<file path="src/rtl/gumnut_pkg.sv">
// Shared types and defaults for the Gumnut interrupt sequencer.
package gumnut_pkg;

  localparam int unsigned PC_W = 12;
  localparam logic [PC_W-1:0] INT_VECTOR = 12'h001;

  typedef enum logic [1:0] {
    StIdle,
    StEntry,
    StHandler,
    StReturn
  } int_state_t;

endpackage

</file>
<file path="src/rtl/gumnut_int_shadow.sv">
// Capture register for the interrupted context (return PC plus C/Z flags).
module gumnut_int_shadow #(
  parameter int unsigned W = 14
) (
  input  logic         clk,
  input  logic         rst,
  input  logic         cen,
  input  logic         load,
  input  logic [W-1:0] d,
  output logic [W-1:0] q
);

  logic [W-1:0] q_q;

  always_ff @(posedge clk) begin
    if (rst) begin
      q_q <= '0;
    end else if (cen && load) begin
      q_q <= d;
    end
  end

  assign q = q_q;

endmodule

</file>
<file path="src/rtl/gumnut_int_ctrl.sv">
// Interrupt sequencer: saves PC/flags on entry, redirects to the vector, and
// drives the saved context back to the PC and flag register on reti.
module gumnut_int_ctrl #(
  parameter int unsigned          PC_W       = gumnut_pkg::PC_W,
  parameter logic [PC_W-1:0]      INT_VECTOR = gumnut_pkg::INT_VECTOR
) (
  input  logic            clk,
  input  logic            rst,
  input  logic            cen,
  input  logic            int_req,
  input  logic            boundary,
  input  logic [PC_W-1:0] pc_i,
  input  logic            c_i,
  input  logic            z_i,
  input  logic            enai,
  input  logic            disi,
  input  logic            reti,
  output logic            take_int_o,
  output logic [PC_W-1:0] vector_o,
  output logic            int_ack_o,
  output logic            pc_restore_o,
  output logic [PC_W-1:0] ret_pc_o,
  output logic            iwe_o,
  output logic            intc_o,
  output logic            intz_o,
  output logic            int_en_o,
  output logic            in_service_o
);

  import gumnut_pkg::*;

  int_state_t state_q, state_d;
  logic       int_en_q, int_en_d;
  logic       capture;
  logic [PC_W+1:0] shadow_q;

  always_comb begin
    state_d  = state_q;
    int_en_d = int_en_q;
    capture  = 1'b0;
    unique case (state_q)
      StIdle: begin
        if (disi) begin
          int_en_d = 1'b0;
        end else if (enai) begin
          int_en_d = 1'b1;
        end
        // Decision uses the registered enable, so same-cycle enai/disi do not affect it.
        if (int_en_q && int_req && boundary) begin
          capture  = 1'b1;
          int_en_d = 1'b0;
          state_d  = StEntry;
        end
      end
      StEntry: begin
        int_en_d = 1'b0;
        state_d  = StHandler;
      end
      StHandler: begin
        int_en_d = 1'b0;
        if (reti) begin
          int_en_d = 1'b1;
          state_d  = StReturn;
        end
      end
      StReturn: begin
        int_en_d = 1'b1;
        state_d  = StIdle;
      end
      default: begin
        int_en_d = 1'b0;
        state_d  = StIdle;
      end
    endcase
  end

  always_ff @(posedge clk) begin
    if (rst) begin
      state_q  <= StIdle;
      int_en_q <= 1'b0;
    end else if (cen) begin
      state_q  <= state_d;
      int_en_q <= int_en_d;
    end
  end

  gumnut_int_shadow #(
    .W (PC_W + 2)
  ) u_shadow (
    .clk  (clk),
    .rst  (rst),
    .cen  (cen),
    .load (capture),
    .d    ({pc_i, c_i, z_i}),
    .q    (shadow_q)
  );

  assign take_int_o   = (state_q == StEntry);
  assign int_ack_o    = (state_q == StEntry);
  assign in_service_o = (state_q == StHandler);
  assign iwe_o        = (state_q == StReturn);
  assign pc_restore_o = (state_q == StReturn);
  assign vector_o     = INT_VECTOR;
  assign ret_pc_o     = shadow_q[PC_W+1:2];
  assign intc_o       = shadow_q[1];
  assign intz_o       = shadow_q[0];
  assign int_en_o     = int_en_q;

endmodule

</file>
<file path="config.mk">
export PLATFORM = sky130hd
export DESIGN_NAME = gumnut_int_ctrl
export DESIGN_NICKNAME = d
export VERILOG_FILES = /design/src/rtl/gumnut_pkg.sv /design/src/rtl/gumnut_int_shadow.sv /design/src/rtl/gumnut_int_ctrl.sv
export SDC_FILE = /design/constraint.sdc
export NUM_CORES = 1
export LEC_CHECK = 0
export CORE_ASPECT_RATIO = 0.7
export CORE_UTILIZATION = 39
export CTS_CLUSTER_SIZE = 16
export DETAILED_ROUTE_END_ITERATION = 7
export PLACE_DENSITY = 0.88
export SLEW_MARGIN = 15
export SYNTH_ARGS = -nofsm -noshare
export SYNTH_HDL_FRONTEND = slang
export SYNTH_HIERARCHICAL = 1
export SYNTH_SLANG_ARGS = --single-unit
</file>
<file path="constraint.sdc">
create_clock -name clk -period 1.7 [get_ports clk]
set_input_delay 0.34 -clock clk [delete_from_list [all_inputs] [get_ports clk]]
set_output_delay 0.34 -clock clk [all_outputs]
set_load 0.05 [all_outputs]
</file>
# ---- Word level (Yosys, flattened, before mapping)
# Cells that the tools add are included.
dict set report word_totals {
  inputBits 22
  word_cells 25
  reg_bits 17
  output_inout_bits 32
}
dict set report classes {
  muxes 10
  eq_ne 6
  n_reduce_logical 6
}
# operator n
set op_table {}
lappend op_table {{$pmux 2 s4} 1}
lappend op_table {{$mux 1} 6}
lappend op_table {{$eq 2x2->1 const B} 2}
lappend op_table {{$mux 2} 2}
lappend op_table {{$ne 2x2->1 const B} 2}
lappend op_table {{$ne 4x4->1 const B} 1}
lappend op_table {{$pmux 1 s4} 1}
lappend op_table {{$logic_and 1x1->1} 3}
lappend op_table {{$reduce_and 3->1} 1}
lappend op_table {{$eq 2x1->1 const B} 1}
lappend op_table {{$logic_not 2->1} 1}
lappend op_table {{$reduce_and 2->1} 1}

# ---- Logic depth before layout (Yosys ltp)
# Gate-level depths: netlist of run 1.
dict set report depth {
  word_depth 5
  mapped_depth 8
  mapped_depth_nobuf 6
}

# ---- Cells and area by module
# Netlist of run 1, hierarchy kept.
# mod cells_each seq_area_each_um2 n_inst area_per_inst_um2
set modules_own_cells {}
lappend modules_own_cells {gumnut_int_shadow 63 280.3 1 644.4}
lappend modules_own_cells {gumnut_int_ctrl 45 60.1 1 369.1}

# ---- Least setup slack after synthesis of run 1
# OpenSTA, ideal clock, no wires.
dict set report synth_path {
  path_kind {register to register}
  from {register state_q[0]}
  to {register state_q[0]}
  stages_incl_launch_ff 5
  setup_time_ns 0.086
  slack_ns 0.187
  required_ns 1.614
  arrival_ns 1.428
  path_cell_list {dfxtp_1 > inv_1 > ha_1 > a221o_1 > a211oi_1}
}
dict set report synth_between {
  elab_chain_cells 3
  elab_cells_between_ends 8
}
# item line
set synth_rtl {}
lappend synth_rtl {{from (decl)} gumnut_int_ctrl.sv:32} ;# int_state_t state_q, state_d;
lappend synth_rtl {{from (signal assigned)} gumnut_int_ctrl.sv:79} ;# state_q <= StIdle;
lappend synth_rtl {{from (signal assigned)} gumnut_int_ctrl.sv:82} ;# state_q <= state_d;
lappend synth_rtl {{$eq 2x2->1 (*)} n/a}
lappend synth_rtl {{named net in_service_o} gumnut_int_ctrl.sv:27} ;# output logic in_service_o
lappend synth_rtl {{$ne 2x2->1 (no line)} n/a}
lappend synth_rtl {{$reduce_and 3->1 (no line)} n/a}
# The timed path passes the listed nets; every way through them passes the cells marked *.
# A chain may end at the register's enable or synchronous reset.

# ---- Worst setup path in the final report of run 1
dict set report layout_path {
  from {register state_q[0]}
  to {output port in_service_o}
}
dict set report layout_between {
  elab_chain_cells 1
}
# item line
set layout_rtl {}
lappend layout_rtl {{$eq 2x2->1} gumnut_int_ctrl.sv:100} ;# assign in_service_o = (state_q == StHandler);
lappend layout_rtl {{to (decl)} gumnut_int_ctrl.sv:27}
# No other way between the ends.

==> reports/results.tsv, run 1 <==
stage	metric	value	unit
routing	wire length per cell	12.5	um
timing	final worst-path cycle share	0.918	
setup_path	worst-path fanout max	4	
synth	synthesized instance count	108	
clock_tree	post_cts resized	0	
setup_path	crit path kind	flop to output pin	
placed_design	IO buf count	41	
synth	sequential area share after synthesis	0.336	
clock_tree	CTS tree	built	
clock_tree	CTS max path bufs	2	
power_and_ir_drop	Cell Pwr Density	644	mW/mm^2
final_layout	post-layout util	0.586	
timing	Final setup violation count	0	
placed_design	post-placement cell count	176	
synth	synth top area cells	dfxtp_1, buf_4, a21bo_2, nand3_1, ha_1	
final_layout	share of cells above drive strength 1	0.301	
die	die width	62.9	um
setup_path	Crit. End Element	output pin	
setup_path	startpoint types	flop	
synth	post-synth top area cell	dfxtp_1	
setup_path	CP arrival	1.22	ns
die	Initial Utilization	0.412	
setup_path	Worst R2R Setup Slack	0.22	ns
grt	GRT Overall Usage	0.166	
grt	pin count of the biggest net entering global routing	29	
timing	setup_tns	0	ns
final_layout	Post-Layout Inst Area	0.00144	mm^2
setup_path	delay-heaviest family, CP	flip-flops	
die	Rows	15	
timing	Max Fclk	0.641	GHz
setup_path	reg2reg start	state_q[0]	
power_and_ir_drop	total power	929	uW
timing	final hold vios	0	
grt	Most Crowded Layer GR	met2	
setup_path	Bufs and invs on worst path	2	
timing	Final Worst Setup Slack	0.139	ns
hold_path	Hold WC Path Type	flop to flop	
die	# IOs	54	
setup_path	Worst Setup SP	state_q[0]	
timing	Slew Viols, Final	0	
placed_design	RD Place Congestion	0.771	
grt	number of global-route vias before repair	790	
power_and_ir_drop	worst vdd ir	436	uV
setup_path	Worst Reg-to-Reg Cells	4	
clock_tree	buffer count from post-CTS setup fixing	0	
placed_design	Final HPWL DP	1.70	mm
synth	Syn. warnings	6	
final_layout	n_diodes	0	
setup_path	reg2reg end	state_q[0]	
setup_path	slowest stage delay, CP	0.39	ns
setup_path	Slowest cell on crit path	dfxtp_1	
clock_tree	worst skew pair latency	0.25	ns
routing	drt pass-1 iters	4	
clock_tree	CTS sink cnt	17	
clock_tree	CTS buffer count	3	
routing	Initial DRC Count	21	
die	Core ar.	0.00246	mm^2
flow_run	max-cap check violation count	0	
setup_path	crit path cell chain	inv_1, ha_1, buf_12	
routing	Residual DRC	0	
final_layout	P&R area growth vs syn	42.2	%
timing	final hold slack	0.535	ns
grt	global-route met3 utilization	0.0515	
grt	global-route wire length before repair	3.47	mm
clock_tree	Clock Tree Root	clkbuf_8	
timing	fin crit period	1.56	ns
routing	via/cell ratio	4.90	
synth	Synth Cell Area	0.00101	mm^2
routing	via count	882	
synth	syn avg cell area	9.38	um^2
timing	RSZ-0062 raised after global routing	false	
grt	met2 Use GR	0.305	
setup_path	Worst EP required	1.36	ns
die	die area	0.00281	mm^2
final_layout	commonest non-fill, non-tap cell in the layout	clkdlybuf4s50_1	
clock_tree	Clock Pin Slew Worst Setup and Hold Paths	0.07	ns
power_and_ir_drop	Pleak	0.602	nW
grt	total gr overflow	0	
die	Die Y	44.7	um
grt	met1 Track Usage GR	0.174	
timing	Worst Skew	0.00286	ns
outcome	outcome	completed	
synth	top cell type's share of synthesized area	0.336	
placed_design	pre-CTS setup slack	0.0357	ns
setup_path	critical path endpoint	in_service_o	
final_layout	commonest cells after routing, fill and taps aside	clkdlybuf4s50_1, buf_4, dfxtp_1, nand3_1, conb_1	
placed_design	Post-DP Area	0.00140	mm^2
clock_tree	htree depth	1	
clock_tree	Hold-fix buffers, CTS	0	
routing	Post-DRT Antenna Nets	0	
routing	DRT Wirelength	2.24	mm
grt	initial antenna violation count	0	
synth	Yosys reg bits	17	
setup_path	Levels on crit path	3	
final_layout	post-route insts no fill	180	
synth	synth unique cells	23	
final_layout	fin nets	174	
[flip-flops by register name, indices dropped and copies added, names as in the netlist]
| name | flops |
|---|---|
| int_en_o | 1 |
| state_q | 2 |
| u_shadow/q | 14 |
[cell type report]
cell class | count | area [um^2]
clock buffers | 3 | 41.3
clock inverters | 1 | 5.00
fillers | 204 | 1020
inverters | 5 | 18.8
multi-input cells | 75 | 528
flip-flops and latches | 17 | 340
well taps | 34 | 42.5
repair buffers | 45 | 465
[synthesized netlist by cell type (all sizes together)]
cell type and n:
buf 21, dfxtp 17, nand3 16, a21oi 15
a21bo 14, ha 5, inv 5, conb 2
mux2i 2, nand2b 2, nor2 2, a2111oi 1
a211o 1, a211oi 1, a221o 1, a31oi 1
nand4 1, or2b 1
[report_power, final]
part | switching, mW | total [mW] | internal [mW] | leakage (nW)
Combinational | 0.136 | 0.217 | 0.0812 | 0.439
Clock | 0.139 | 0.301 | 0.163 | 0.0255
Sequential | 0.00550 | 0.410 | 0.405 | 0.137
Total | 0.280 | 0.929 | 0.649 | 0.602
[logic make-up (layout without fill, tap and decap cells)]
| logic type | Yosys count | count (layout) | synth area share |
|---|---|---|---|
| other | 2 | 12 | 0.00741 |
| flip-flops | 17 | 17 | 0.336 |
| adder cells (fa/ha/maj) | 5 | 5 | 0.0617 |
| buffers and inverters | 26 | 54 | 0.183 |
| AND/OR/NAND/NOR | 22 | 22 | 0.117 |
| AO/OA/AOI/OAI | 34 | 34 | 0.275 |
| multiplexers | 2 | 2 | 0.0198 |
[how the worst min path moves through the flow]
stage	startpoint	to	slack, ns	depth (start not counted)
3_3_place_gp	state_q[1]	state_q[1]	0.51	2
4_1_cts	state_q[1]	state_q[1]	0.53	2
6_report	state_q[1]	state_q[1]	0.53	2
5_1_grt	state_q[1]	state_q[1]	0.57	2
2_1_floorplan	rst	u_shadow/q[0]	0.41	1
3_5_place_dp	state_q[1]	state_q[1]	0.51	2
[tightest hold or removal path, stage by stage (launching register included)]
cell and delay (ns):
dfxtp_1 0.34, nand2b_1 0.08, mux2i_1 0.07
[routing by layer]
| layer | wire length, um | vias to the layer above | part of all wire |
|---|---|---|---|
| li1 | - | 426 | - |
| met3 | 150 | 6 | 0.067 |
| met4 | 53 | 0 | 0.024 |
| met2 | 1140 | 42 | 0.51 |
| met1 | 896 | 408 | 0.40 |
| met5 | 0 | - | 0 |
(Power assumes the default switching activity.)
==> inputs of run 2 (changes only) <==
--- a/config.mk
+++ b/config.mk
@@ -6,6 +6,7 @@
 export NUM_CORES = 1
 export LEC_CHECK = 0
 export CORE_ASPECT_RATIO = 0.7
+export CORE_MARGIN = 8
 export CORE_UTILIZATION = 39
 export CTS_CLUSTER_SIZE = 16
 export DETAILED_ROUTE_END_ITERATION = 7
==> reports/results.tsv, run 2 (synthesis gave the netlist of run 1 again) <==
stage	metric	value	unit	change
die	die area	0.00451	mm^2	+61%
final_layout	max reg flops	14		unchanged
clock_tree	buffer count from post-CTS setup fixing	0		unchanged
timing	Final Worst Setup Slack	0.142	ns	+0.00257 ns
final_layout	share of cells above drive strength 1	0.301		unchanged
setup_path	Worst Reg-to-Reg Cells	4		unchanged
final_layout	P&R area growth vs syn	42.2	%	unchanged
die	Rows	15		unchanged
clock_tree	Clock Tree Root	clkbuf_8		
routing	via count	872		-1.1%
placed_design	pre-CTS setup slack	0.00215	ns	-0.0336 ns
routing	DRT Wirelength	2.61	mm	+16%
power_and_ir_drop	Pleak	0.602	nW	unchanged
grt	number of global-route vias before repair	921		+17%
final_layout	commonest non-fill, non-tap cell in the layout	clkdlybuf4s50_1		
power_and_ir_drop	sw power	281	uW	+0.28%
routing	drt pass-1 iters	4		unchanged
power_and_ir_drop	combinational share of power	0.235		about the same
timing	Worst Skew	0.00571	ns	+0.00285 ns
grt	initial antenna violation count	0		unchanged
hold_path	Hold WC Path Type	flop to flop		
die	Initial Utilization	0.412		unchanged
power_and_ir_drop	Cell Pwr Density	645	mW/mm^2	about the same
clock_tree	worst skew pair latency	0.25	ns	about the same
setup_path	Slowest cell on crit path	dfxtp_1		
power_and_ir_drop	register share of total power	0.441		about the same
routing	wire length per cell	14.5	um	+16%
clock_tree	htree depth	1		unchanged
clock_tree	CTS sink cnt	17		unchanged
timing	setup_tns	0	ns	unchanged
clock_tree	Hold-fix buffers, CTS	0		unchanged
die	# IOs	54		unchanged
clock_tree	CTS tree	built		
hold_path	hold path cells	2		unchanged
setup_path	crit path kind	flop to output pin		
clock_tree	Clock Pin Slew Worst Setup and Hold Paths	0.07	ns	about the same
placed_design	IO buf count	41		unchanged
timing	final worst-path cycle share	0.916		-0.00151
power_and_ir_drop	sw frac	0.302		+0.000544
power_and_ir_drop	worst vdd ir	298	uV	-32%
timing	final hold vios	0		unchanged
final_layout	fin nets	174		unchanged
setup_path	slowest stage delay, CP	0.38	ns	about the same
power_and_ir_drop	clock network power share	0.324		about the same
grt	GRT Overall Usage	0.117		-0.0494
timing	fin crit period	1.56	ns	-0.00257 ns
setup_path	worst-path fanout max	4		unchanged
setup_path	Crit. End Element	output pin		
grt	global-route wire length before repair	4.22	mm	+22%
timing	Max Fclk	0.642	GHz	+0.17%
routing	Initial DRC Count	90		+330%
power_and_ir_drop	total power	930	uW	about the same
flow_run	max-cap check violation count	0		unchanged
die	Core ar.	0.00246	mm^2	unchanged
final_layout	n_diodes	0		unchanged
routing	via/cell ratio	4.84		-1.1%
clock_tree	post_cts resized	0		unchanged
power_and_ir_drop	Internal Power	649	uW	about the same
placed_design	RD Place Congestion	0.740		-4.0%
timing	Slew Viols, Final	0		unchanged
grt	pin count of the biggest net entering global routing	29		unchanged
timing	RSZ-0062 raised after global routing	false		
setup_path	Worst EP required	1.36	ns	about the same
final_layout	commonest cells after routing, fill and taps aside	clkdlybuf4s50_1, buf_4, dfxtp_1, nand3_1, conb_1		
die	die width	76.9	um	+22%
setup_path	crit path cell chain	inv_1, ha_1, buf_12		
clock_tree	CTS max path bufs	2		unchanged
placed_design	Final HPWL DP	2.05	mm	+21%
grt	total gr overflow	0		unchanged
routing	Residual DRC	0		unchanged
die	Die Y	58.7	um	+31%
clock_tree	CTS buffer count	3		unchanged
outcome	outcome	completed		
setup_path	startpoint types	flop		
routing	Post-DRT Antenna Nets	0		unchanged
setup_path	CP arrival	1.22	ns	about the same
timing	Final setup violation count	0		unchanged
## run 2: metal layers
metal	wire, um	global-route usage
met5	0	0
met1	1020	0.110
met2	1270	0.210
met4	86	0.0572
met3	244	0.0593
## run 2: power by group through the flow
stage	registers, mW	clock network, mW	logic (mW)
after global routing	0.411	0.332	0.231
after CTS	0.410	0.311	0.218
after detailed placement	0.419	0	0.217
after floorplan	0.437	0	0.141
after global placement	0.419	0	0.213
final	0.410	0.301	0.218
## run 2: area by class of cell
cell class	count	area (um^2)
clock buffer	3	41.3
inverter	5	18.8
multi-input combinational	75	528
sequential	17	340
clock inverter	1	5.00
tap	34	42.5
fill	209	1020
timing repair buffer	45	465
## run 2: metrics by stage
step                      cell area (um^2)  cells  hold slack (ns)   util
after detailed placement              1400    176            0.547  0.567
after floorplan                       1050    118            0.409      -
final                                 1440    180            0.555  0.586
after CTS                             1440    180            0.563  0.586
after global routing                  1440    180            0.593  0.586
after global placement                1400    176            0.512  0.567
## run 2: worst paths after layout
check	from	end	slack, ns
max	state_q[0]	in_service_o	0.14
min	state_q[1]	state_q[1]	0.56
max reg2reg	state_q[0]	state_q[0]	0.23
min reg2reg	state_q[1]	state_q[1]	0.56
## run 2: worst max-delay path: cells and delay by family (launching register included)
| family | cells | cell delay, ns |
|---|---|---|
| DFF | 1 | 0.38 |
| adders and majority gates | 1 | 0.29 |
| buffers and inverters | 2 | 0.29 |
==> RTL change: new RTL, flow settings as in run 1 <==
The 4 states of `int_state_t` get a one-hot encoding in 4 bits.
--- a/src/rtl/gumnut_pkg.sv
+++ b/src/rtl/gumnut_pkg.sv
@@ -4,11 +4,11 @@
   localparam int unsigned PC_W = 12;
   localparam logic [PC_W-1:0] INT_VECTOR = 12'h001;
 
-  typedef enum logic [1:0] {
-    StIdle,
-    StEntry,
-    StHandler,
-    StReturn
+  typedef enum logic [3:0] {
+    StIdle    = 4'b0001,
+    StEntry   = 4'b0010,
+    StHandler = 4'b0100,
+    StReturn  = 4'b1000
   } int_state_t;
 
 endpackage
Behaviour: same outputs for any inputs over 10 cycles, from zero or initial values and one cycle with rst high; not proved beyond that.
==> RTL change against run 1 <==
- global-route usage increased by 2.5 points
- register-to-register slack about the same
- synthesized area is 6.5% higher
- sequential cell count rose by 2
- power up 4.8%
- wire length is 17% higher
- critical endpoint is now int_ack_o
- worst setup slack worse by 0.044 ns
- final area up 11%
- highest routed layer unchanged
- worst hold slack gained 0.023 ns
- largest cell class unchanged
- count of clock-buffer cells in the layout unchanged
==> RTL change: results (changes against run 1) <==
- Outcome: finished, final reports clean
- Compound-Gate Fraction of Synth Area: 28.6% (+1.1 points)
- Fraction of layout cells with a size suffix above 1: 37.2% (+7.0 points)
- Worst hold path endpoint: state_q[3]
- Post-Place Cell Area: 0.00152 mm^2 (+9.1%)
- Via-to-Cell Ratio: 4.93 (+0.54%)
- Multi-input gate area: 592 um^2 (+12%)
- Launch point of the worst hold path: state_q[3]
- Total of fill cells in the finished design: 196 (-3.9%)
- Routed vias: 936 (+6.1%)
- Sequential share of the synthesized area: 35.2% (+1.6 points)
- Max Clock Skew: 0.00340 ns (+0.000547 ns)
- Arithmetic-cell share of the synthesized area counting full adders, half adders and majority gates: 0% (-6.2 points)
- Multiplexer share of the synthesized area: 0.927% (-1.0 points)
- Number of different library cells in the post-synthesis netlist: 25 (+8.7%)
- Wire length of the first global-routing pass: 4.20 mm (+21%)
- Pleak: 0.644 nW (+6.9%)
- Avg Cell Area, Syn: 9.56 um^2 (+1.8%)
- Iteration-0 DRC Markers: 56 (+170%)
- RR Endpoint: u_shadow/q[6]
- Post-DP HPWL: 1.96 mm (+16%)
- Worst-case reg-to-reg path depth: 5 (+1)
- Routed wire length: 2.63 mm (+17%)
- Top cells by count, synth: 19 x sky130_fd_sc_hd__dfxtp_1, 17 x sky130_fd_sc_hd__buf_4, 16 x sky130_fd_sc_hd__nand3_1, 10 x sky130_fd_sc_hd__a21oi_1, 8 x sky130_fd_sc_hd__a21bo_2
- Maximum number of pins on one net before global-route repair: 33 (+14%)
- Data arrival time of the critical path: 1.26 ns (+0.04 ns)
- Via count of the first global-routing pass: 864 (+9.4%)
- Worst reg2reg path startpoint: state_q[0]
- Number of placed instances with taps included: 183 (+4.0%)
- Peak VDD IR: 0.404 mV (-7.4%)
- Fraction of synthesized cell area in xor and xnor cells: 0.811% (+0.81 points)
- GP Congestion: 0.893 (+16%)
- Worst Setup SP: state_q[1]
-- RTL change: per-layer routing --
metal	part of all wire, %	track usage, %
met1	45	23.1
met2	51	34.6
met4	0.72	6.67
met5	0	0
met3	3.3	3.75
-- RTL change: worst max-delay path by stage --
stage and end:
2_1_floorplan take_int_o, 3_3_place_gp u_shadow/q[13], 3_5_place_dp u_shadow/q[6], 4_1_cts in_service_o
5_1_grt take_int_o, 6_report int_ack_o
-- RTL change: cells by family (layout without fill, tap and decap cells) --
family                 count (synthesis)  in the layout
AO/OA/AOI/OAI                         37             37
XOR/XNOR                               1              1
buffers and inverters                 24             57
flip-flops                            19             19
multiplexers                           1              1
other                                  2             12
AND/OR/NAND/NOR                       29             29
-- RTL change: power breakdown --
| part | switching, mW | leakage, nW | internal, mW |
|---|---|---|---|
| logic | 0.126 | 0.464 | 0.0780 |
| clock network | 0.149 | 0.0255 | 0.163 |
| registers | 0.00678 | 0.155 | 0.451 |
| total | 0.282 | 0.644 | 0.692 |
-- RTL change: worst max-delay path, stage by stage, from the launching register on --
cell	delay (ns)
sky130_fd_sc_hd__dfxtp_2	0.46
sky130_fd_sc_hd__nor4b_4	0.22
sky130_fd_sc_hd__buf_4	0.19
sky130_fd_sc_hd__buf_12	0.14
-- RTL change: cell type report --
class	count	area share (%)
multi-input combinational	80	37.2
clock buffer	3	2.59
inverter	3	0.707
sequential	19	24.2
timing repair buffer	50	32.4
clock inverter	1	0.314
tap	34	2.67
-- RTL change: what timing repair did --
item / CTS / global route
pin swaps: 2 / 0
hold endpoints to repair: 0 / 0
buffers inserted: 2 / 1
resized for setup: 0 / 1
endpoints found under the setup margin: 5 / 9
-- RTL change: per-stage QoR --
| step | hold slack, ns | TNS [ns] | setup WS, ns |
|---|---|---|---|
| after floorplan | 0.402 | -0.0608 | -0.0404 |
| after global placement | 0.524 | 0 | 0.109 |
| after detailed placement | 0.542 | -0.00949 | -0.00949 |
| after CTS | 0.556 | 0 | 0.0189 |
| after global routing | 0.599 | 0 | 0.0243 |
| final | 0.558 | 0 | 0.0956 |
